==> src/rtl/irq_timer_ctrl_if.sv <==
// Register bus between data-memory decode and irq_timer_ctrl.
// master drives we/addr/wdata and reads rdata; slave is the controller.
interface irq_timer_ctrl_if;
  logic        we;
  logic [2:0]  addr;
  logic [31:0] wdata;
  logic [31:0] rdata;

  modport master (
    output we,
    output addr,
    output wdata,
    input  rdata
  );

  modport slave (
    input  we,
    input  addr,
    input  wdata,
    output rdata
  );
endinterface

==> src/rtl/irq_timer_ctrl.sv <==
// Interrupt controller with compare timer; o_irq feeds cop0.
// Ports: i_clk, i_rst_n, i_irq_lines, bus (slave), o_irq, o_irq_id.
module irq_timer_ctrl #(
  parameter int          N_IRQ     = 4,
  parameter logic [31:0] CMP_RESET = 32'hFFFF_FFFF
) (
  input  logic             i_clk,
  input  logic             i_rst_n,
  input  logic [N_IRQ-1:0] i_irq_lines,
  irq_timer_ctrl_if.slave  bus,
  output logic             o_irq,
  output logic [4:0]       o_irq_id
);

  localparam int NS = N_IRQ + 1;

  logic [NS-1:0]    pending;
  logic [NS-1:0]    mask;
  logic [N_IRQ-1:0] sync1;
  logic [N_IRQ-1:0] sync2;
  logic [N_IRQ-1:0] prev;
  logic [31:0]      count;
  logic [31:0]      compare;
  logic             en;
  logic             autoclr;
  logic [7:0]       presc;
  logic [7:0]       presc_cnt;

  logic sel_pend;
  logic sel_mask;
  logic sel_count;
  logic sel_cmp;
  logic sel_ctrl;
  logic sel_id;

  assign sel_pend  = (bus.addr == 3'd0);
  assign sel_mask  = (bus.addr == 3'd1);
  assign sel_count = (bus.addr == 3'd2);
  assign sel_cmp   = (bus.addr == 3'd3);
  assign sel_ctrl  = (bus.addr == 3'd4);
  assign sel_id    = (bus.addr == 3'd5);

  logic wr_pend;
  logic wr_mask;
  logic wr_count;
  logic wr_cmp;
  logic wr_ctrl;

  assign wr_pend  = bus.we & sel_pend;
  assign wr_mask  = bus.we & sel_mask;
  assign wr_count = bus.we & sel_count;
  assign wr_cmp   = bus.we & sel_cmp;
  assign wr_ctrl  = bus.we & sel_ctrl;

  logic [N_IRQ-1:0] rise;
  logic             tick;
  logic             match;
  logic [NS-1:0]    set_ev;
  logic [NS-1:0]    w1c;
  logic [NS-1:0]    active;

  assign rise   = sync2 & ~prev;
  assign tick   = en & (presc_cnt == presc);
  // A software COUNT write suppresses the compare in that cycle.
  assign match  = tick & ~wr_count & (count == compare);
  assign set_ev = {match, rise};
  assign w1c    = wr_pend ? bus.wdata[NS-1:0] : '0;
  assign active = pending & mask;
  assign o_irq  = |active;

  always_comb begin
    o_irq_id = 5'h1F;
    for (int i = NS - 1; i >= 0; i--) begin
      if (active[i]) o_irq_id = 5'(i);
    end
  end

  always_comb begin
    bus.rdata = '0;
    unique case (1'b1)
      sel_pend:  bus.rdata = 32'(pending);
      sel_mask:  bus.rdata = 32'(mask);
      sel_count: bus.rdata = count;
      sel_cmp:   bus.rdata = compare;
      sel_ctrl:  bus.rdata = {16'h0, presc, 6'h0, autoclr, en};
      sel_id:    bus.rdata = {27'h0, o_irq_id};
      default:   bus.rdata = '0;
    endcase
  end

  always_ff @(posedge i_clk or negedge i_rst_n) begin
    if (!i_rst_n) begin
      sync1 <= '0;
      sync2 <= '0;
      prev  <= '0;
    end else begin
      sync1 <= i_irq_lines;
      sync2 <= sync1;
      prev  <= sync2;
    end
  end

  // A set event outranks a W1C of the same bit.
  always_ff @(posedge i_clk or negedge i_rst_n) begin
    if (!i_rst_n) begin
      pending <= '0;
    end else begin
      pending <= (pending & ~w1c) | set_ev;
    end
  end

  always_ff @(posedge i_clk or negedge i_rst_n) begin
    if (!i_rst_n) begin
      mask    <= '0;
      compare <= CMP_RESET;
      en      <= 1'b0;
      autoclr <= 1'b0;
      presc   <= '0;
    end else begin
      if (wr_mask) mask <= bus.wdata[NS-1:0];
      if (wr_cmp)  compare <= bus.wdata;
      if (wr_ctrl) begin
        en      <= bus.wdata[0];
        autoclr <= bus.wdata[1];
        presc   <= bus.wdata[15:8];
      end
    end
  end

  always_ff @(posedge i_clk or negedge i_rst_n) begin
    if (!i_rst_n) begin
      presc_cnt <= '0;
    end else if (wr_ctrl) begin
      presc_cnt <= '0;
    end else if (tick) begin
      presc_cnt <= '0;
    end else if (en) begin
      presc_cnt <= presc_cnt + 8'd1;
    end
  end

  always_ff @(posedge i_clk or negedge i_rst_n) begin
    if (!i_rst_n) begin
      count <= '0;
    end else if (wr_count) begin
      count <= bus.wdata;
    end else if (tick) begin
      if (match && autoclr) count <= '0;
      else                  count <= count + 32'd1;
    end
  end

endmodule

==> src/flat_wrapper.sv <==
// flat-port wrapper written by rule: the top's interface ports become plain ports
module irq_timer_ctrl_flat 
#(
  parameter int          N_IRQ     = 4,
  parameter logic [31:0] CMP_RESET = 32'hFFFF_FFFF
)
  (i_clk, i_rst_n, i_irq_lines, o_irq, o_irq_id, bus_we, bus_addr, bus_wdata, bus_rdata);
  irq_timer_ctrl_if bus_i ();
  input  logic i_clk;
  input  logic i_rst_n;
  input  logic [N_IRQ-1:0] i_irq_lines;
  output logic o_irq;
  output logic [4:0] o_irq_id;
  input wire logic [$bits(bus_i.we)-1:0] bus_we;
  input wire logic [$bits(bus_i.addr)-1:0] bus_addr;
  input wire logic [$bits(bus_i.wdata)-1:0] bus_wdata;
  output wire logic [$bits(bus_i.rdata)-1:0] bus_rdata;
  assign bus_i.we = bus_we;
  assign bus_i.addr = bus_addr;
  assign bus_i.wdata = bus_wdata;
  assign bus_rdata = bus_i.rdata;
  irq_timer_ctrl #(.N_IRQ(N_IRQ), .CMP_RESET(CMP_RESET)) u_core (.i_clk(i_clk), .i_rst_n(i_rst_n), .i_irq_lines(i_irq_lines), .bus(bus_i), .o_irq(o_irq), .o_irq_id(o_irq_id));
endmodule
==> config.mk <==
export PLATFORM = sky130hd
export DESIGN_NAME = irq_timer_ctrl_flat
export DESIGN_NICKNAME = d
export VERILOG_FILES = /design/src/rtl/irq_timer_ctrl_if.sv /design/src/rtl/irq_timer_ctrl.sv /design/src/flat_wrapper.sv
export SDC_FILE = /design/constraint.sdc
export NUM_CORES = 1
export LEC_CHECK = 0
export ABC_AREA = 1
export BUFFER_PORTS_ARGS = -buffer_cell sky130_fd_sc_hd__buf_2
export CAP_MARGIN = 20
export CORE_MARGIN = 4
export CORE_UTILIZATION = 40
export CTS_CLUSTER_DIAMETER = 30
export DETAILED_ROUTE_END_ITERATION = 8
export SYNTH_ARGS = -nofsm -noshare
export SYNTH_HDL_FRONTEND = slang
export SYNTH_SLANG_ARGS = --single-unit
export TNS_END_PERCENT = 30
==> constraint.sdc <==
create_clock -name i_clk -period 1.8 [get_ports i_clk]
set_input_delay 0.18 -clock i_clk [delete_from_list [all_inputs] [get_ports i_clk]]
set_output_delay 0.18 -clock i_clk [all_outputs]
set_load 0.005 [all_outputs]
## After elaboration in Yosys (flattened, before gate mapping)

Index checks and enable logic that the tools add are counted.

- Memories: 0
- Input port bits: 42
- Memory bits (writable): 0
- Word-level logic and storage cells: 53
- ROM bits: 0
- Output and inout bits: 38
- Register bits after elaboration: 104
- Bits in latches: 0

- Shift-type cells: 0
- Multipliers: 0
- Add/sub/neg operators: 2
- Reduce and logical (&&, ||, !) cells: 5
- Divide/modulo/power cells: 0
- Magnitude comparators: 0
- Muxes and demuxes: 13
- Bitwise operators: 15
- Eq/ne operators: 7

Operator list:

| kind | number |
|---|---|
| $pmux 32 s6 | 1 |
| $mux 32 | 3 |
| $add 32x1->32 const B | 1 |
| $eq 32x32->1 | 1 |
| $mux 5 | 6 |
| $mux 8 | 3 |
| $and 5x5->5 | 2 |
| $add 8x1->8 const B | 1 |
| $and 1x1->1 | 8 |
| $eq 8x8->1 | 1 |
| $eq 3x2->1 const B | 2 |
| $eq 3x3->1 const B | 2 |
| $not 5->5 | 1 |
| $or 5x5->5 | 1 |
| $reduce_or 5->1 | 1 |
| $and 4x4->4 | 1 |
| $not 4->4 | 1 |
| $eq 3x1->1 const B | 1 |
| $logic_not 3->1 | 1 |
| $reduce_bool 3->1 | 1 |
| $reduce_bool 2->1 | 1 |
| $logic_and 1x1->1 | 1 |
| $not 1->1 | 1 |

## Logic depth before layout (Yosys ltp)

Gate-level depths: netlist (run 1).

- Word-level depth: 9
- Mapped depth: 13

## Least setup slack after synthesis (run 1)

Ideal clock, no wire load.

- Kind: reg2reg
- Start point: reg u_core.count[0]
- End point: reg u_core.count[26]
- Library setup time: 0.116 ns
- Data arrival time: 1.469 ns
- Path slack: 0.214 ns
- Data required time: 1.684 ns
- Stages on the path, launching flop included: 13
- Clock period less this slack: 1.586 ns
- Cells stage by stage: dfrtp_1 -> ha_1 -> nand2_2 -> nor2_4 -> nand2_2 -> nor2_4 -> nand2_1 -> nor2_1 -> nand2_1 -> nand2_1 -> nor2_1 -> nand2_1 -> nand2_1

- Longest elaborated chain between the ends: 6
- Elaborated cells between the ends (all ways): 7
- Classes of those cells: add/sub: 1; eq/ne: 1; mux: 3; bitwise: 1; reduce/logical: 1

RTL lines:

| element | RTL line | RTL |
|---|---|---|
| start, declared | irq_timer_ctrl.sv:22 | `logic [31:0] count;` |
| start signal, assigned | irq_timer_ctrl.sv:146 | `count <= bus.wdata;` |
| start signal, assigned | irq_timer_ctrl.sv:149 | `else count <= count + 32'd1;` |
| parallel branches: the longest is 3 deep, another holds $add 32x1->32 | n/a |  |
| $mux 32 (*) | irq_timer_ctrl.sv:148 | `if (match && autoclr) count <= '0;` |
| $mux 32 (*) | irq_timer_ctrl.sv:147 | `end else if (tick) begin` |
| $mux 32 (*) | irq_timer_ctrl.sv:145 | `end else if (wr_count) begin` |

Mark *: on every way between the ends. The select of a mux whose other input is x is not followed.
A chain may end at the register's enable or synchronous reset.

## Worst setup path in the final report (run 1)

- Start point: reg u_core.compare[7]
- End point: reg u_core.count[3]

- Longest elaborated chain between the ends: 6

RTL lines:

| element | RTL line | RTL |
|---|---|---|
| start, declared | irq_timer_ctrl.sv:23 | `logic [31:0] compare;` |
| start signal, assigned | irq_timer_ctrl.sv:121 | `if (wr_cmp) compare <= bus.wdata;` |
| $eq 32x32->1 | irq_timer_ctrl.sv:65 | `assign match = tick & ~wr_count & (count == compare);` |
| $and 1x1->1 | irq_timer_ctrl.sv:65 |  |
| $logic_and 1x1->1 | irq_timer_ctrl.sv:148 |  |
| $mux 32 | irq_timer_ctrl.sv:148 |  |
| $mux 32 | irq_timer_ctrl.sv:147 |  |
| $mux 32 | irq_timer_ctrl.sv:145 |  |

Every way passes these cells. The select of a mux whose other input is x is not followed.

==> metrics.txt, run 1 <==
# TYPE chip_impl_metric gauge
chip_impl_metric{name="worstHoldPathCells",unit=""} 3
chip_impl_metric{name="clk_latency",unit="ns"} 0.36
chip_impl_info{name="post_synth_main_area_contributors",value="dfrtp_1, nand2_1, dfstp_2"} 1
chip_impl_metric{name="postRouteAntennaNets",unit=""} 0
chip_impl_info{name="hp-class",value="in -> reg"} 1
chip_impl_metric{name="max_slew_margin",unit="%"} 63.6
chip_impl_metric{name="initial_utilization",unit="%"} 41.4
chip_impl_metric{name="num_io_pins",unit=""} 80
chip_impl_info{name="cts_root_buffer",value="clkbuf_16"} 1
chip_impl_metric{name="cp_data_arrival_time",unit="ns"} 2.08
chip_impl_info{name="worstSetupEndpointType",value="flip-flop"} 1
chip_impl_metric{name="clock_skew",unit="ns"} 0.00636
chip_impl_metric{name="yosys.cell_types.count",unit=""} 38
chip_impl_metric{name="number_of_antenna_violations_at_the_first_check_in_global_routing",unit=""} 0
chip_impl_metric{name="die_area",unit="µm²"} 18700
chip_impl_metric{name="grt_remaining_overflow",unit=""} 0
chip_impl_metric{name="die_w",unit="µm"} 137
chip_impl_info{name="final_cell_mix",value="nand2_1, inv_1, nor2_1"} 1
chip_impl_metric{name="number_of_warnings_printed_during_yosys_synthesis",unit=""} 0
chip_impl_metric{name="number_of_design_rule_violations_left_after_detail_routing",unit=""} 0
chip_impl_metric{name="place.detailed.hpwl",unit="µm"} 14600
chip_impl_info{name="holdCritStartpoint",value="bus_wdata[20]"} 1
chip_impl_metric{name="cts.htree.levels",unit=""} 3
chip_impl_metric{name="syn_area_per_cell",unit="µm²"} 6.69
chip_impl_metric{name="dr.pass1.iters",unit=""} 5
chip_impl_metric{name="post_route_cells_drive_above_1_share",unit="%"} 25.4
chip_impl_metric{name="timing_max_transition_violations_final",unit=""} 0
chip_impl_metric{name="grt_max_degree",unit=""} 45
chip_impl_metric{name="power.density_cell_area",unit="nW/µm²"} 1040
chip_impl_info{name="rsz0062_at_grt",value="true"} 1
chip_impl_metric{name="buffer_ports.inserted",unit=""} 79
chip_impl_metric{name="syn_nets",unit=""} 1037
chip_impl_metric{name="grt_pass1_vias",unit=""} 6065
chip_impl_metric{name="fin_setup_tns",unit="ns"} -0.0330
chip_impl_metric{name="final_worst_path_period_share",unit="%"} 101
chip_impl_info{name="run_status",value="complete, but fails checks"} 1
chip_impl_metric{name="clockBufferDepth",unit=""} 2
chip_impl_info{name="startpoint",value="u_core.compare[7]"} 1
chip_impl_info{name="failed_checks",value="negative setup slack"} 1
chip_impl_metric{name="timing.max_cap.violations",unit=""} 0
chip_impl_metric{name="seq_area_frac_synth",unit="%"} 39.8
chip_impl_metric{name="num_rows",unit=""} 46
chip_impl_metric{name="place_ws",unit="ns"} -0.0135
chip_impl_metric{name="postLayoutCoreUtil",unit="%"} 50.5
chip_impl_metric{name="setup-violations-final",unit=""} 5
chip_impl_info{name="regToRegStartpoint",value="u_core.compare[7]"} 1
chip_impl_metric{name="syn_to_final_growth",unit="%"} 22.1
chip_impl_metric{name="numCtsBuffers",unit=""} 9
chip_impl_metric{name="timing.final.crit_period",unit="ns"} 1.82
chip_impl_metric{name="timing.critical_path.fanout_max",unit=""} 12
chip_impl_metric{name="grt_first_pass_wirelength",unit="µm"} 31800
chip_impl_info{name="tritoncts",value="yes"} 1
chip_impl_metric{name="path_clk_slew",unit="ns"} 0.08
chip_impl_metric{name="leakage",unit="nW"} 4.10
chip_impl_metric{name="place_area",unit="µm²"} 7530
chip_impl_metric{name="synth_top_area_share",unit="%"} 27.1
chip_impl_metric{name="routed_wire_length_per_instance",unit="µm"} 15.0
chip_impl_metric{name="coreArea",unit="µm²"} 16100
chip_impl_metric{name="drtIter0Drc",unit=""} 435
chip_impl_metric{name="reg2reg_depth",unit=""} 12
chip_impl_info{name="synth_area_leader_cell",value="dfrtp_1"} 1
chip_impl_metric{name="final_hold_viol_count",unit=""} 0
chip_impl_metric{name="postRouteWirelength",unit="µm"} 19900
chip_impl_metric{name="max_ir_drop_vdd",unit="V"} 0.000521
chip_impl_metric{name="required",unit="ns"} 2.06
chip_impl_metric{name="fillerInstances",unit=""} 1634
chip_impl_metric{name="postSynthRegisterBits",unit=""} 104
chip_impl_info{name="worstSetupStartpointType",value="flip-flop"} 1
chip_impl_metric{name="grt.total_usage",unit="%"} 21.7
chip_impl_metric{name="dr_total_vias",unit=""} 6450
chip_impl_metric{name="postLayoutSetupSlackWorst",unit="ns"} -0.0181
chip_impl_metric{name="post_synth_instance_area",unit="µm²"} 6650
chip_impl_metric{name="layout.cell_area.non_filler",unit="µm²"} 8110
chip_impl_info{name="mostFrequentLayoutCell",value="nand2_1"} 1
chip_impl_metric{name="achievable-frequency",unit="GHz"} 0.550
chip_impl_metric{name="gp_congestion",unit=""} 0.944
chip_impl_metric{name="cts_sinks",unit=""} 104
chip_impl_metric{name="finalNetCount",unit=""} 1148
chip_impl_metric{name="syn_inst",unit=""} 993
chip_impl_metric{name="route.detailed.vias_per_inst",unit=""} 4.87
chip_impl_metric{name="worst-slew-pin-transition",unit="ns"} 0.542
chip_impl_metric{name="antennaDiodeCount",unit=""} 0
chip_impl_metric{name="die_h",unit="µm"} 137
chip_impl_info{name="setup.worst_path.class",value="reg -> reg"} 1
[synthesized netlist by cell type]
library cell  number
a21boi_0           1
a21oi_1           27
a21oi_2            3
a221oi_1           1
a22oi_1            4
buf_1              1
buf_2             17
buf_4              2
buf_6              3
clkbuf_1           8
clkinv_1           8
dfrtp_1           72
dfstp_2           32
ha_1               2
inv_1            105
inv_2             33
mux2_2             2
nand2_1          369
nand2_2            8
nand3_1           54
nand3_2            2
nand3_4            1
nand4_1            9
nor2_1           102
nor2_2             6
nor2_4             5
nor3_1            14
nor3_2             1
nor3_4             1
o2111ai_1          2
o211ai_1           1
o21ai_0           36
o21ai_1            4
o221ai_1           7
o22ai_1           25
or2_2              1
xnor2_1            4
xor2_1            20
[flip-flops by register name (all words and copies together), names as in the netlist]
name and count:
u_core.compare 32, u_core.count 32, u_core.presc 8, u_core.presc_cnt 8
u_core.mask 5, u_core.pending 5, u_core.prev 4, u_core.sync1 4
u_core.sync2 4, u_core.autoclr 1, u_core.en 1
[where the power goes]
| group | internal, mW | total [mW] | switching (mW) |
|---|---|---|---|
| registers | 2.95 | 3.54 | 0.593 |
| clock network | 0.988 | 2.02 | 1.04 |
| logic | 1.19 | 2.90 | 1.72 |
[through the flow]
| stage | power [mW] | hold WS (ns) | instances |
|---|---|---|---|
| after global routing | 9.12 | 0.0375 | 1325 |
| after CTS | 8.41 | 0.0405 | 1318 |
| final | 8.47 | 0.0512 | 1325 |
| after floorplan | 5.33 | -0.116 | 993 |
| after global placement | 6.27 | 0.0776 | 1295 |
| after detailed placement | 6.32 | 0.0801 | 1295 |
[path summary, 6_finish.rpt]
check | endpoint | slack [ns]
setup / recovery | u_core.count[3] | -0.02
hold / removal | u_core.compare[20] | 0.05
setup reg to reg | u_core.count[3] | -0.02
hold reg to reg | u_core.sync2[1] | 0.35
max in group asynchronous | u_core.compare[11] | 0.97
min in group asynchronous | u_core.sync2[2] | 0.23
[worst max-delay path, cell delays in order (launching register included)]
cell	delay, ns
dfstp_2	0.54
inv_1	0.06
nand2_1	0.05
nand2_1	0.07
nor2_1	0.10
nand2_1	0.09
nor2_1	0.13
nand2_2	0.09
nor2_4	0.12
nand3_4	0.13
clkbuf_16	0.21
nand2_1	0.06
nand2_1	0.05
[cells by family (layout without fill, tap and decap cells)]
logic type      after synthesis  after routing  share of synthesized area, %
flops                       104            104                          39.8
xor+xnor                     24             24                          3.16
simple gates                573            573                          35.8
buf+inv                     177            293                          10.8
mux                           2              2                         0.339
fa+ha+maj                     2              2                         0.377
compound gates              111            111                          9.79
[area by class of cell]
type	instances	area, µm²	share of cell area, %
inverters	146	548	6.76
multi-input cells	712	3410	42.1
well taps	216	270	3.33
flip-flops and latches	104	2650	32.6
clock buffers	9	225	2.78
clock inverters	7	68.8	0.848
repair buffers	131	940	11.6
[layer usage]
metal	vias up	wire, µm	share of wire (%)	GRT usage, %
met5	-	0	0	0
met4	0	157	0.79	3.71
met3	14	1130	5.7	4.49
met2	153	9260	47	35.2
met1	2962	9330	47	30.4
li1	3321	-	-	-
[what timing repair did]
item	4_1_cts	5_1_grt
buffers inserted	2	5
gates resized for setup	3	50
hold buffers	5	0
pin swaps	0	10
setup endpoints to repair	29	35
gates cloned	0	2
hold endpoints to repair	21	0
(Power assumes the default switching activity.)
==> run 2: changes to the inputs <==
--- a/config.mk
+++ b/config.mk
@@ -5,7 +5,7 @@
 export SDC_FILE = /design/constraint.sdc
 export NUM_CORES = 1
 export LEC_CHECK = 0
-export ABC_AREA = 1
+export ABC_AREA = 0
 export BUFFER_PORTS_ARGS = -buffer_cell sky130_fd_sc_hd__buf_2
 export CAP_MARGIN = 20
 export CORE_MARGIN = 4
==> metrics.txt, run 2 <==
# TYPE chip_impl_metric gauge
chip_impl_info{name="run_status",value="complete, but fails checks"} 1
chip_impl_info{name="failed_checks",value="negative setup slack"} 1
chip_impl_metric{name="achievable-frequency",unit="GHz"} 0.452
chip_impl_metric{name="power.combinational.fraction",unit="%"} 39.0
chip_impl_metric{name="cts.htree.levels",unit=""} 3
chip_impl_metric{name="leakage",unit="nW"} 3.87
chip_impl_info{name="worstSetupEndpointType",value="flip-flop"} 1
chip_impl_metric{name="synth_area_in_compound_gates",unit="%"} 14.1
chip_impl_metric{name="path_clk_slew",unit="ns"} 0.08
chip_impl_metric{name="grt_first_pass_wirelength",unit="µm"} 29600
chip_impl_metric{name="seq_area_frac_synth",unit="%"} 43.7
chip_impl_metric{name="number_of_warnings_printed_during_yosys_synthesis",unit=""} 0
chip_impl_metric{name="synth_xor_xnor_area_share",unit="%"} 6.38
chip_impl_metric{name="drtIter0Drc",unit=""} 370
chip_impl_metric{name="die_area",unit="µm²"} 17100
chip_impl_metric{name="cts_sinks",unit=""} 104
chip_impl_metric{name="routed_wire_length_per_instance",unit="µm"} 18.9
chip_impl_metric{name="antennaDiodeCount",unit=""} 0
chip_impl_metric{name="power.switching_fraction",unit="%"} 35.4
chip_impl_info{name="rsz0062_at_grt",value="true"} 1
chip_impl_metric{name="syn_nets",unit=""} 652
chip_impl_info{name="min_delay_endpoint",value="u_core.count[28]"} 1
chip_impl_metric{name="syn_inst",unit=""} 608
chip_impl_metric{name="synth_enable_flop_cells",unit=""} 0
chip_impl_metric{name="number_of_design_rule_violations_left_after_detail_routing",unit=""} 0
chip_impl_metric{name="syn_area_per_cell",unit="µm²"} 9.94
chip_impl_metric{name="worst-slew-pin-transition",unit="ns"} 0.451
chip_impl_metric{name="max_slew_margin",unit="%"} 70.0
chip_impl_metric{name="max_ir_drop_vdd",unit="V"} 0.000621
chip_impl_metric{name="gp_congestion",unit=""} 0.914
chip_impl_metric{name="num_io_pins",unit=""} 80
chip_impl_metric{name="final_hold_viol_count",unit=""} 0
chip_impl_metric{name="timing_max_transition_violations_final",unit=""} 0
chip_impl_metric{name="postSynthRegisterBits",unit=""} 104
chip_impl_metric{name="grt_max_degree",unit=""} 41
chip_impl_metric{name="cp_data_arrival_time",unit="ns"} 2.46
chip_impl_info{name="worstSetupStartpointType",value="flip-flop"} 1
chip_impl_metric{name="power.density_cell_area",unit="nW/µm²"} 1060
chip_impl_metric{name="required",unit="ns"} 2.05
chip_impl_info{name="regToRegStartpoint",value="u_core.compare[16]"} 1
chip_impl_metric{name="worst-r2r-setup-slack",unit="ns"} -0.41
chip_impl_metric{name="p_clk_share",unit="%"} 22.3
chip_impl_info{name="cts_root_buffer",value="clkbuf_16"} 1
chip_impl_metric{name="power.share.sequential",unit="%"} 38.7
chip_impl_metric{name="yosys-mux-area-fraction",unit="%"} 14.4
chip_impl_metric{name="initial_utilization",unit="%"} 41.3
chip_impl_metric{name="reg2reg_depth",unit=""} 8
chip_impl_metric{name="dr_total_vias",unit=""} 5631
chip_impl_info{name="synth.most_common_cell",value="dfrtp_1"} 1
chip_impl_info{name="synth.top_cells.by_count",value="dfrtp_1, nand2_1, mux2_2"} 1
chip_impl_metric{name="postRouteWirelength",unit="µm"} 18900
chip_impl_info{name="post_synth_main_area_contributors",value="dfrtp_1, dfstp_2, mux2_2"} 1
chip_impl_metric{name="clock_skew",unit="ns"} 0.0115
chip_impl_metric{name="buffer_ports.inserted",unit=""} 79
chip_impl_metric{name="place.detailed.instances",unit=""} 981
chip_impl_metric{name="finalNonFillerCells",unit=""} 1005
chip_impl_info{name="setup.worst_path.class",value="reg -> reg"} 1
chip_impl_metric{name="number_of_antenna_violations_at_the_first_check_in_global_routing",unit=""} 0
chip_impl_metric{name="route.detailed.vias_per_inst",unit=""} 5.60
chip_impl_metric{name="synth_top_area_share",unit="%"} 29.8
chip_impl_info{name="startpoint",value="u_core.compare[16]"} 1
chip_impl_metric{name="timing.critical_path.fanout_max",unit=""} 6
chip_impl_metric{name="coreArea",unit="µm²"} 14600
chip_impl_info{name="synth_ff_type",value="dfrtp_1"} 1
chip_impl_metric{name="yosys.cell_types.count",unit=""} 63
chip_impl_metric{name="numCtsBuffers",unit=""} 9
chip_impl_metric{name="worstHoldPathCells",unit=""} 3
chip_impl_metric{name="postLayoutCoreUtil",unit="%"} 56.9
chip_impl_info{name="slowest_stage",value="dfstp_2"} 1
chip_impl_metric{name="dr.pass1.iters",unit=""} 5
chip_impl_metric{name="clockBufferDepth",unit=""} 2
chip_impl_metric{name="postLayoutSetupSlackWorst",unit="ns"} -0.413
chip_impl_info{name="final_cell_mix",value="buf_4, buf_2, dfrtp_1"} 1
chip_impl_info{name="crit_family",value="simple AND/OR/NAND/NOR gates"} 1
chip_impl_info{name="hp-class",value="in -> reg"} 1
chip_impl_metric{name="slowest_stage_delay_cp",unit="ns"} 0.55
chip_impl_metric{name="p_int",unit="mW"} 5.70
chip_impl_info{name="mostFrequentLayoutCell",value="buf_4"} 1
chip_impl_metric{name="post_synth_instance_area",unit="µm²"} 6040
chip_impl_metric{name="switching_power",unit="mW"} 3.12
chip_impl_metric{name="final_worst_path_period_share",unit="%"} 123
chip_impl_metric{name="syn_to_final_growth",unit="%"} 37.8
chip_impl_metric{name="fin_worst_hold_slack",unit="ns"} 0.0559
chip_impl_metric{name="timing.max_cap.violations",unit=""} 0
chip_impl_info{name="r2r-end",value="u_core.count[2]"} 1
chip_impl_metric{name="setup-violations-final",unit=""} 41
chip_impl_metric{name="async_flop_share",unit="%"} 100
chip_impl_metric{name="place.detailed.hpwl",unit="µm"} 14000
chip_impl_metric{name="yosys.area_share.simple",unit="%"} 16.6
chip_impl_info{name="tritoncts",value="yes"} 1
chip_impl_info{name="synth_top_family_by_area",value="simple AND/OR/NAND/NOR gates"} 1
chip_impl_metric{name="finalNetCount",unit=""} 860
chip_impl_metric{name="post_route_cells_drive_above_1_share",unit="%"} 46.0
chip_impl_metric{name="die_w",unit="µm"} 131
chip_impl_info{name="synth_area_leader_cell",value="dfrtp_1"} 1
chip_impl_metric{name="grt_remaining_overflow",unit=""} 0
chip_impl_metric{name="synth-adder-area-share",unit="%"} 0.414
chip_impl_info{name="holdCritStartpoint",value="bus_wdata[28]"} 1
chip_impl_metric{name="report.power.total",unit="mW"} 8.82
chip_impl_metric{name="fin_setup_tns",unit="ns"} -11.95
chip_impl_metric{name="timing.final.crit_period",unit="ns"} 2.21
chip_impl_info{name="crit_chain",value="xor2_1 > nor4_2 > nand4_1 > buf_4 > nor3_4 > buf_6 > o31ai_4 > a221o_1"} 1
chip_impl_metric{name="postRouteAntennaNets",unit=""} 0
chip_impl_metric{name="grt_pass1_vias",unit=""} 5742
chip_impl_info{name="top_regs",value="u_core.compare: 32 flops, u_core.count: 32 flops"} 1
chip_impl_metric{name="clk_latency",unit="ns"} 0.36
chip_impl_metric{name="die_h",unit="µm"} 131
chip_impl_metric{name="grt.total_usage",unit="%"} 22.2
chip_impl_metric{name="worst-path-buf-inv",unit=""} 2
chip_impl_metric{name="num_rows",unit=""} 44
## run 2: cell types whose count changed after synthesis, moves of 22 or more
cell and change:
nand2_1 -317, inv_1 -86, nor2_1 -61, mux2_2 +45
inv_2 -33, nand3_1 -33, mux2i_1 +32, o22ai_1 -22
## run 2: worst reg2reg max path: stages (launching register included)
cell     delay [ns]
dfstp_2        0.55
xor2_1         0.08
nor4_2         0.34
nand4_1        0.16
buf_4          0.18
nor3_4         0.21
buf_6          0.18
o31ai_4        0.06
a221o_1        0.34
## run 2: final cells by class
cell class	count	area, µm²
Fill cell	1267	6320
Multi-Input combinational cell	444	3390
Sequential cell	104	2650
Timing Repair Buffer	238	1700
Tap cell	184	230
Clock buffer	9	225
Inverter	19	71.3
Clock inverter	7	61.3
## run 2: what timing repair did
action / CTS / global route
buffers inserted: 0 / 2
resized for setup: 27 / 41
hold buffers: 5 / 0
endpoints found under the setup margin: 44 / 46
endpoints found under the hold margin: 35 / 0
pin swaps: 11 / 14
gates cloned: 0 / 1
## run 2: metal layers
layer	track usage, %	vias up	routed length, µm	part of all wire (%)
met5	0	-	0	0
met1	30.4	2788	8440	45
li1	-	2654	-	-
met3	4.02	20	998	5.3
met4	5.51	0	259	1.4
met2	36.5	169	9240	49
## run 2: kinds of logic after synthesis
logic type,after synthesis
AOI/OAI and AO/OA,122
adders and majority gates,2
and+or+nand+nor,195
muxes,80
DFF,104
xor gates and xnor gates,44
buffers and inverters,61
## run 2: per-stage QoR
stage	setup WS, ns	instance area [µm²]
floorplan	-0.296	6090
global placement	-0.494	7730
detailed placement	-0.510	7730
CTS	-0.408	8140
global route	-0.562	8330
finish	-0.413	8330
## run 2: worst max-delay path by stage
stage / to / slack [ns] / cells after the start
floorplan: u_core.count[13] / -0.30 / 9
global placement: u_core.count[21] / -0.49 / 8
detailed placement: u_core.count[21] / -0.51 / 8
CTS: u_core.count[2] / -0.41 / 9
global route: u_core.count[21] / -0.56 / 9
finish: u_core.count[2] / -0.41 / 8
## run 2: power groups by stage
stage | logic, mW | clock network [mW] | registers (mW)
final | 3.44 | 1.97 | 3.41
after global routing | 3.74 | 2.10 | 3.48
after CTS | 3.30 | 2.02 | 3.39
after detailed placement | 3.21 | 0 | 3.43
after global placement | 3.14 | 0 | 3.40
after floorplan | 1.58 | 0 | 3.45
==> run 3: changes to the inputs <==
==> constraint.sdc (replaced) <==
create_clock -name i_clk -period 1.8 [get_ports i_clk]
set_input_delay 0.36 -clock i_clk [delete_from_list [all_inputs] [get_ports i_clk]]
set_output_delay 0.36 -clock i_clk [all_outputs]
set_load 0.005 [all_outputs]
==> metrics.txt, run 3 (synthesis gave the netlist of run 2 again) <==
# TYPE chip_impl_metric gauge
chip_impl_metric{name="antennaDiodeCount",unit=""} 0
chip_impl_metric{name="die_h",unit="µm"} 131
chip_impl_metric{name="dr_total_vias",unit=""} 5727
chip_impl_metric{name="postRouteAntennaNets",unit=""} 0
chip_impl_info{name="setup.worst_path.class",value="reg -> out"} 1
chip_impl_metric{name="max_ir_drop_vdd",unit="V"} 0.000496
chip_impl_metric{name="postLayoutCoreUtil",unit="%"} 58.5
chip_impl_metric{name="leakage",unit="nW"} 3.95
chip_impl_metric{name="route.detailed.vias_per_inst",unit=""} 5.67
chip_impl_metric{name="final-seq-area",unit="µm²"} 2640
chip_impl_metric{name="numCtsBuffers",unit=""} 9
chip_impl_info{name="crit_chain",value="a22o_1 > and3b_1 > a21boi_4 > mux2_4 > a22oi_2 > o22ai_2 > buf_2"} 1
chip_impl_metric{name="number_of_antenna_violations_at_the_first_check_in_global_routing",unit=""} 0
chip_impl_metric{name="grt_remaining_overflow",unit=""} 0
chip_impl_metric{name="timing.critical_path.fanout_max",unit=""} 2
chip_impl_metric{name="worst-r2r-setup-slack",unit="ns"} -0.47
chip_impl_info{name="final_cell_mix",value="buf_4, buf_2, dfrtp_1"} 1
chip_impl_metric{name="grt_max_degree",unit=""} 42
chip_impl_metric{name="post_route_cells_drive_above_1_share",unit="%"} 48.7
chip_impl_info{name="failed_checks",value="negative setup slack"} 1
chip_impl_metric{name="max_slew_margin",unit="%"} 56.1
chip_impl_metric{name="syn_to_final_growth",unit="%"} 41.8
chip_impl_info{name="worstSetupStartpointType",value="flip-flop"} 1
chip_impl_metric{name="num_rows",unit=""} 44
chip_impl_metric{name="switching_power",unit="mW"} 3.12
chip_impl_metric{name="timing.final.crit_period",unit="ns"} 2.32
chip_impl_metric{name="gp_congestion",unit=""} 0.942
chip_impl_metric{name="final_hold_viol_count",unit=""} 0
chip_impl_info{name="slowest_stage",value="dfrtp_1"} 1
chip_impl_metric{name="fillerInstances",unit=""} 1258
chip_impl_metric{name="timing.max_cap.violations",unit=""} 0
chip_impl_metric{name="p_int",unit="mW"} 5.94
chip_impl_metric{name="postRouteWirelength",unit="µm"} 19300
chip_impl_info{name="rsz0062_at_grt",value="true"} 1
chip_impl_metric{name="die_w",unit="µm"} 131
chip_impl_metric{name="power.share.sequential",unit="%"} 37.9
chip_impl_metric{name="buffer_ports.inserted",unit=""} 79
chip_impl_metric{name="grt_first_pass_wirelength",unit="µm"} 30100
chip_impl_metric{name="dr.pass1.iters",unit=""} 5
chip_impl_metric{name="final_worst_path_period_share",unit="%"} 129
chip_impl_metric{name="worst-slew-pin-transition",unit="ns"} 0.653
chip_impl_info{name="worstSetupEndpointType",value="output pin"} 1
chip_impl_info{name="hp-class",value="in -> reg"} 1
chip_impl_metric{name="power.density_cell_area",unit="nW/µm²"} 1060
chip_impl_metric{name="grt_pass1_vias",unit=""} 5855
chip_impl_info{name="run_status",value="complete, but fails checks"} 1
chip_impl_metric{name="cts_sinks",unit=""} 104
chip_impl_info{name="mostFrequentLayoutCell",value="buf_4"} 1
chip_impl_metric{name="initial_utilization",unit="%"} 41.3
chip_impl_metric{name="report.power.total",unit="mW"} 9.07
chip_impl_metric{name="required",unit="ns"} 1.44
chip_impl_metric{name="number_of_design_rule_violations_left_after_detail_routing",unit=""} 0
chip_impl_metric{name="fin_setup_tns",unit="ns"} -15.71
chip_impl_metric{name="place_ws",unit="ns"} -0.549
chip_impl_metric{name="clk_latency",unit="ns"} 0.36
chip_impl_metric{name="timing_max_transition_violations_final",unit=""} 0
chip_impl_metric{name="p_clk_share",unit="%"} 22.0
chip_impl_metric{name="coreArea",unit="µm²"} 14600
chip_impl_metric{name="drtIter0Drc",unit=""} 487
chip_impl_metric{name="power.switching_fraction",unit="%"} 34.5
chip_impl_metric{name="place.detailed.hpwl",unit="µm"} 14200
chip_impl_info{name="crit_family",value="compound AO/OA/AOI/OAI gates"} 1
chip_impl_info{name="tritoncts",value="yes"} 1
chip_impl_metric{name="num_io_pins",unit=""} 80
chip_impl_info{name="top_regs",value="u_core.compare: 32 flops, u_core.count: 32 flops"} 1
chip_impl_metric{name="setup-violations-final",unit=""} 44
chip_impl_metric{name="slowest_stage_delay_cp",unit="ns"} 0.40
chip_impl_metric{name="cp_data_arrival_time",unit="ns"} 1.96
chip_impl_metric{name="achievable-frequency",unit="GHz"} 0.432
chip_impl_metric{name="finalNetCount",unit=""} 865
chip_impl_metric{name="routed_wire_length_per_instance",unit="µm"} 19.1
chip_impl_metric{name="cts.htree.levels",unit=""} 3
chip_impl_metric{name="clockBufferDepth",unit=""} 2
chip_impl_info{name="cts_root_buffer",value="clkbuf_16"} 1
chip_impl_metric{name="postLayoutSetupSlackWorst",unit="ns"} -0.517
chip_impl_metric{name="power.combinational.fraction",unit="%"} 40.0
chip_impl_metric{name="die_area",unit="µm²"} 17100
chip_impl_metric{name="grt.total_usage",unit="%"} 22.7
chip_impl_metric{name="area_of_the_multi_input_gates",unit="µm²"} 3530
chip_impl_metric{name="worst-path-buf-inv",unit=""} 1
chip_impl_metric{name="path_clk_slew",unit="ns"} 0.07
chip_impl_metric{name="clock_skew",unit="ns"} 0.0153
==> run 3: cell types whose count changed in the layout (fill, tap and decap cells not counted), sizes merged <==
cell,change
or4,-1
dlygate4sd3,-4
clkinv,+1
bufinv,+1
inv,-4
clkbuf,+2
buf,+10
==> run 3: repair_timing <==
item                                   in CTS  in global routing
cloned                                      1                  0
buffers inserted                            6                  1
endpoints found under the hold margin      14                  0
setup endpoints to repair                  60                 67
pin swaps                                  20                  7
resized for setup                          63                 45
hold buffers                                1                  0
==> run 3: power groups by stage <==
| stage | combinational [mW] | clock [mW] | sequential, mW |
|---|---|---|---|
| 3_3_place_gp | 3.20 | 0 | 3.39 |
| 6_report | 3.63 | 2.00 | 3.44 |
| 4_1_cts | 3.48 | 2.04 | 3.40 |
| 5_1_grt | 3.91 | 2.12 | 3.50 |
| 3_5_place_dp | 3.29 | 0 | 3.43 |
| 2_1_floorplan | 1.58 | 0 | 3.45 |
==> run 3: worst paths after layout <==
check / start / endpoint / cells past startpoint
min in group asynchronous: i_rst_n / u_core.count[30] / 2
hold reg to reg: u_core.sync1[0] / u_core.sync2[0] / 0
setup reg to reg: u_core.compare[15] / u_core.count[15] / 9
hold / removal: i_irq_lines[3] / u_core.sync1[3] / 1
max in group asynchronous: i_rst_n / u_core.compare[10] / 3
setup / recovery: u_core.pending[1] / bus_rdata[4] / 7
==> run 3: worst reg2reg max path, stage by stage, from the launching register on <==
cell     delay [ns]
dfstp_2        0.56
xor2_2         0.10
nor4_2         0.31
nand4_1        0.21
buf_4          0.20
nor3_4         0.15
buf_6          0.17
buf_8          0.14
a21oi_1        0.05
a221o_1        0.25
==> run 3: metal layers <==
metal	track usage [%]	vias to the layer above	part of all wire, %
met5	0	-	0
met4	7.99	0	2.4
met3	4.39	43	5.3
met2	36.9	184	48
met1	30.4	2846	44
li1	-	2654	-
==> run 3: layout make-up <==
type	instances	share of cell area, %
Inverter	19	0.832
Sequential cell	104	30.8
Tap cell	184	2.69
Multi-Input combinational cell	443	41.2
Clock inverter	5	0.657
Clock buffer	11	2.83
Timing Repair Buffer	244	20.9
==> run 3: stage by stage <==
| stage | std cells | instance area (µm²) | hold slack (ns) |
|---|---|---|---|
| after floorplan | 608 | 6100 | 0.0644 |
| after global placement | 985 | 7740 | 0.315 |
| after detailed placement | 985 | 7740 | 0.314 |
| after CTS | 1009 | 8360 | 0.0938 |
| after global routing | 1010 | 8570 | 0.0931 |
| final | 1010 | 8570 | 0.106 |
